<file path="src/rtl/instruction_fetch_stage.sv">
// instruction_fetch_stage
// Front pipeline stage: owns the program counter, requests instructions from
// the instruction cache and hands {INSTRUCTION, PC_OUT, INSTRUCTION_VALID} to
// decode through a single output register.
//
// Cache handshake: INSTRUCTION_CACHE_READ is the request valid and
// INSTRUCTION_CACHE_READY is a one-cycle response strobe. A response is taken
// only at an edge where READ and READY are both high. The address equals pc
// and holds while READ is high and READY is low. READY is ignored while READ
// is low.
//
// States:
//   FETCH  - request outstanding at pc.
//   SQUASH - a redirect arrived while a request was in flight. Its response
//            must still be consumed (and dropped) before fetching at
//            redirect_pc.
//   BUFFER - a response arrived during a stall. It waits in a one-entry buffer
//            and no new request is issued.
//
// Optional feature: define FETCH_BUBBLE_COUNTER_EN to add BUBBLE_COUNT. It
// counts every edge at which the output register loads a bubble.
module instruction_fetch_stage #(
    parameter logic [31:0] RESET_PC = 32'h00000000
) (
    input  logic        CLK,
    input  logic        RESET_N,
    input  logic        STALL_FETCH_STAGE,
    input  logic        CLEAR_FETCH_STAGE,
    input  logic        BRANCH_TAKEN,
    input  logic [31:0] BRANCH_TARGET,
    output logic [31:0] INSTRUCTION_CACHE_ADDRESS,
    output logic        INSTRUCTION_CACHE_READ,
    input  logic        INSTRUCTION_CACHE_READY,
    input  logic [31:0] INSTRUCTION_CACHE_DATA,
    output logic [31:0] INSTRUCTION,
    output logic [31:0] PC_OUT,
    output logic        INSTRUCTION_VALID,
    output logic [1:0]  FETCH_STATE
`ifdef FETCH_BUBBLE_COUNTER_EN
    ,
    output logic [31:0] BUBBLE_COUNT
`endif
);

    typedef enum logic [1:0] {
        ST_FETCH  = 2'd0,
        ST_SQUASH = 2'd1,
        ST_BUFFER = 2'd2
    } state_t;

    localparam logic [31:0] BUBBLE_INSTR = 32'h00000013;

    state_t      state;
    state_t      state_next;
    logic [31:0] pc;
    logic [31:0] pc_next;
    logic [31:0] redirect_pc;
    logic [31:0] redirect_next;
    logic [31:0] buf_instr;
    logic [31:0] buf_pc;
    logic        buf_load;
    logic        deliver;
    logic [31:0] deliver_instr;
    logic [31:0] deliver_pc;
    logic [31:0] target;
    logic [31:0] squash_target;
    logic        unused_target_bits;

    // Redirect targets are word aligned; the low two bits are dropped.
    assign target             = {BRANCH_TARGET[31:2], 2'b00};
    assign unused_target_bits = ^BRANCH_TARGET[1:0];

    // A newer redirect seen in SQUASH overrides the stored one.
    assign squash_target = BRANCH_TAKEN ? target : redirect_pc;

    // The request is gated by reset, so it drops the moment reset asserts.
    assign INSTRUCTION_CACHE_READ    = RESET_N && (state != ST_BUFFER);
    assign INSTRUCTION_CACHE_ADDRESS = pc;
    assign FETCH_STATE               = state;

    // State register
    always_ff @(posedge CLK or negedge RESET_N) begin
        if (!RESET_N) begin
            state <= ST_FETCH;
        end else begin
            state <= state_next;
        end
    end

    // Next state, next pc, buffer load and delivery decisions
    always_comb begin
        state_next    = state;
        pc_next       = pc;
        redirect_next = redirect_pc;
        buf_load      = 1'b0;
        deliver       = 1'b0;
        deliver_instr = INSTRUCTION_CACHE_DATA;
        deliver_pc    = pc;
        case (state)
            ST_FETCH: begin
                if (BRANCH_TAKEN) begin
                    if (INSTRUCTION_CACHE_READY) begin
                        // The response that completes now belongs to the
                        // wrong path: drop it and restart at the target.
                        pc_next = target;
                    end else begin
                        redirect_next = target;
                        state_next    = ST_SQUASH;
                    end
                end else if (INSTRUCTION_CACHE_READY) begin
                    pc_next = pc + 32'd4;
                    if (STALL_FETCH_STAGE) begin
                        buf_load   = 1'b1;
                        state_next = ST_BUFFER;
                    end else begin
                        deliver = 1'b1;
                    end
                end
            end
            ST_SQUASH: begin
                if (BRANCH_TAKEN) begin
                    redirect_next = target;
                end
                if (INSTRUCTION_CACHE_READY) begin
                    pc_next    = squash_target;
                    state_next = ST_FETCH;
                end
            end
            ST_BUFFER: begin
                if (BRANCH_TAKEN) begin
                    pc_next    = target;
                    state_next = ST_FETCH;
                end else if (!STALL_FETCH_STAGE) begin
                    deliver       = 1'b1;
                    deliver_instr = buf_instr;
                    deliver_pc    = buf_pc;
                    state_next    = ST_FETCH;
                end
            end
            default: begin
                state_next = ST_FETCH;
            end
        endcase
    end

    // Program counter and pending redirect address
    always_ff @(posedge CLK or negedge RESET_N) begin
        if (!RESET_N) begin
            pc          <= RESET_PC;
            redirect_pc <= 32'h0;
        end else begin
            pc          <= pc_next;
            redirect_pc <= redirect_next;
        end
    end

    // One-entry buffer for a response that lands during a stall
    always_ff @(posedge CLK or negedge RESET_N) begin
        if (!RESET_N) begin
            buf_instr <= 32'h0;
            buf_pc    <= 32'h0;
        end else if (buf_load) begin
            buf_instr <= INSTRUCTION_CACHE_DATA;
            buf_pc    <= pc;
        end
    end

    // Decode-facing register: clear beats stall, stall beats a new delivery
    always_ff @(posedge CLK or negedge RESET_N) begin
        if (!RESET_N) begin
            INSTRUCTION       <= BUBBLE_INSTR;
            PC_OUT            <= 32'h0;
            INSTRUCTION_VALID <= 1'b0;
        end else if (CLEAR_FETCH_STAGE) begin
            INSTRUCTION       <= BUBBLE_INSTR;
            PC_OUT            <= 32'h0;
            INSTRUCTION_VALID <= 1'b0;
        end else if (STALL_FETCH_STAGE) begin
            INSTRUCTION       <= INSTRUCTION;
            PC_OUT            <= PC_OUT;
            INSTRUCTION_VALID <= INSTRUCTION_VALID;
        end else if (deliver) begin
            INSTRUCTION       <= deliver_instr;
            PC_OUT            <= deliver_pc;
            INSTRUCTION_VALID <= 1'b1;
        end else begin
            INSTRUCTION       <= BUBBLE_INSTR;
            PC_OUT            <= 32'h0;
            INSTRUCTION_VALID <= 1'b0;
        end
    end

`ifdef FETCH_BUBBLE_COUNTER_EN
    logic bubble_load;
    assign bubble_load = CLEAR_FETCH_STAGE || (!STALL_FETCH_STAGE && !deliver);

    // Count edges where the output register takes a bubble; wraps naturally
    always_ff @(posedge CLK or negedge RESET_N) begin
        if (!RESET_N) begin
            BUBBLE_COUNT <= 32'h0;
        end else if (bubble_load) begin
            BUBBLE_COUNT <= BUBBLE_COUNT + 32'd1;
        end
    end
`endif

endmodule
</file>
<file path="config.mk">
export PLATFORM = sky130hd
export DESIGN_NAME = instruction_fetch_stage
export DESIGN_NICKNAME = d
export VERILOG_FILES = /design/src/rtl/instruction_fetch_stage.sv
export SDC_FILE = /design/constraint.sdc
export NUM_CORES = 1
export LEC_CHECK = 0
export ABC_AREA = 1
export CORE_ASPECT_RATIO = 0.9
export CORE_MARGIN = 1.5
export CORE_UTILIZATION = 50
export CTS_BUF_LIST = sky130_fd_sc_hd__clkbuf_8 sky130_fd_sc_hd__clkbuf_16
export CTS_CLUSTER_DIAMETER = 50
export CTS_CLUSTER_SIZE = 25
export DETAILED_ROUTE_END_ITERATION = 6
export GPL_ROUTABILITY_DRIVEN = 0
export PLACE_DENSITY = 0.76
export SLEW_MARGIN = 10
export SYNTH_ARGS = -nofsm -noshare
export SYNTH_HDL_FRONTEND = slang
export SYNTH_SLANG_ARGS = --single-unit
</file>
<file path="constraint.sdc">
create_clock -name CLK -period 2 [get_ports CLK]
set_input_delay 0.3 -clock CLK [delete_from_list [all_inputs] [get_ports CLK]]
set_output_delay 0.3 -clock CLK [all_outputs]
set_load 0.02 [all_outputs]
</file>
==> metrics <==
status complete, no violations; number of global-route vias before repair 8274; Critical Path End Type register; vias 8912; initial antenna violation count 0; WHS 0.0920 ns; dpl cell area 11700 um2; die height 134 um; most frequent cells in the layout nand2_1 (445), o21ai_0 (219), dfrtp_1 (191), clkdlybuf4s50_1 (165), inv_1 (104); CTS root buf clkbuf_16; Wirelength per Cell 15.4 um; # DRC 0; top-area cell type share of the netlist area 50.6%; simple logic cell fraction of the synthesized area 23.3%; cell area after synthesis 9490 um2; Design Area, Final 12500 um2; PwrDens 1460 nW/um2; Port Buffers 167; setup ws final 0.00836 ns; fillcell total 1535; Slew HR 31.4%; drt total wl 25.8 mm; Core ar. 18500 um2; average cell area after synthesis 7.64 um2; maximum clock frequency 0.502 GHz; H-Tree Depth 4; multiplexer share of the synthesized area 0.356%; Yosys top cell by area dfrtp_1; final setup TNS 0 ns; Clock Sinks 195; Final Non-Filler Cells 1679; worst ir drop on vdd 1260 uV; Initial Utilization 51.4%; Vias/cell 5.31; post-layout util 67.8%; worst-margin pin slew 1.03 ns; register area share after synthesis 51.5%; setup slack, reg-to-reg 0.008 ns; number of diodes 0; GRT overflow 0; CP Data Arrival Time 2.29 ns; Final HPWL DP 17.4 mm; flops & latches, synth 195; Core Rows 47; First-pass DRT Iterations 5; Antenna Nets Post-Route 0; largest net degree at the start of global routing 196; worst slack, placed -0.0720 ns; CP Data Required Time 2.30 ns; Post-Syn Nets 1317; largest fanout on the critical path 5; global-route wire length before repair 41.4 mm; Synth Area in Adders 0.659%; largest family of logic cells by synthesized area simple AND/OR/NAND/NOR gates; post-synthesis xor/xnor area fraction 0.369%; Worst Setup SP FETCH_STATE[0]$_DFFE_PN0P_; Post-CTS Hold Fix Bufs 0; # setup viols final 0; Synth Area in Compound Gates 16.7%; Layout area overhead 32.0%; worst-skew pair later-pin latency 0.44 ns; total power 18.2 mW; GRT Overall Usage 26.2%; FF-to-FF Start FETCH_STATE[0]$_DFFE_PN0P_; Area contributors post-synth dfrtp_1 (51%), nand2_1 (18%), o21ai_0 (12%), inv_1 (4.2%), nor2_1 (2.6%); Setup crit start kind register; Die X 148 um; Clock transition at path regs 0.07 ns; Min-Delay Path Class input port to async pin; worst-case clock buffer depth 2; leakage 6.02 nW; Synthesis Warnings 0; final hold viol count 0; Worst Skew 0.00679 ns; max-cap violations 0; TritonCTS clock tree yes; most common cell after layout, fill and taps aside nand2_1; minimum clock period 1.99 ns; Final Cycle Share 99.6%; die area 19800 um2; Placed Instances 1635; layout cell share with drive strength beyond 1 8.23%; cell count after synthesis 1242; I/O pin cnt 170; Cell variety after synth 31; critical setup path kind register to register; Num CTS Buffers 17; initial drt markers 844; Final Net Count 1497; Slew Limit Fails 0
routing by layer:
metal,share of wire (%),vias to the layer above,wire length [um],track usage [%]
li1,-,4361,-,-
met1,47,4146,12000,39.7
met2,44,374,11400,39.2
met3,7.4,31,1910,4.62
met4,1.6,0,425,6.49
met5,0,-,0,0
critical path: stages (launching register included):
cell and delay (ns):
dfrtp_1 0.42, buf_6 0.14, ha_4 0.18, nand2_2 0.09, nand2_2 0.08, nor3_4 0.31, clkinv_4 0.11, buf_12 0.15
nor3_1 0.25, a22oi_1 0.12
registers in the layout, indices dropped and copies added, names as in the netlist:
signal	flops
PC_OUT	32
buf_instr	32
INSTRUCTION_CACHE_ADDRESS	32
INSTRUCTION	32
FETCH_STATE	2
buf_pc	32
redirect_pc	32
INSTRUCTION_VALID	1
cell usage after synthesis:
library cell and n:
o21ai_0 220, mux2_2 3, o21ai_1 1, o211ai_1 6, a32oi_1 2, a41oi_1 3
nor2_2 1, a221oi_1 9, nand3_1 42, nand4_1 1, buf_2 22, inv_1 105
dfrtp_1 192, clkbuf_1 39, nand2_1 448, and2_1 2, o2111ai_1 2, ha_1 5
nor2_1 65, a211oi_1 2, xor2_1 4, a31oi_1 1, nor3_4 1, a22oi_1 7
buf_1 4, inv_2 2, dfstp_2 3, nand2_4 1, nor3_1 5, o221ai_1 1
a21oi_1 43
area by class of cell:
class	count	area, um2	area share [%]
clock inverter	14	175	1.40
multi-input combinational	875	4020	32.1
clock buffer	17	425	3.40
timing repair buffer	226	2300	18.4
inverter	107	407	3.25
tap	245	307	2.45
sequential	195	4880	39.0
where the power goes:
group          internal [mW]  total [mW]  switching, mW
Clock                   1.98        3.54           1.56
Combinational           3.46        8.29           4.83
Sequential              5.34        6.41           1.08
path summary, 6_finish.rpt:
path                                                             to  cells past startpoint
max                        INSTRUCTION_CACHE_ADDRESS[9]$_DFFE_PN0P_                      9
min                                       buf_instr[26]$_DFFE_PN0P_                      2
max reg2reg                INSTRUCTION_CACHE_ADDRESS[9]$_DFFE_PN0P_                      9
min reg2reg                                   buf_pc[0]$_DFFE_PN0P_                      2
max in group asynchronous               redirect_pc[17]$_DFFE_PN0P_                      2
min in group CLK                           buf_instr[2]$_DFFE_PN0P_                      3
logic make-up after synthesis:
logic type	after synthesis
muxes	3
buffers and inverters	172
adders and majority gates	5
xor gates and xnor gates	4
AOI/OAI and AO/OA	297
and+or+nand+nor	566
DFF	195
timing repair:
item	in CTS	in global routing
gates cloned	0	1
buffers inserted	0	12
setup endpoints to repair	30	56
pin swaps	0	1
gates resized for setup	4	20
No activity file was read; power rests on OpenSTA's default activity.
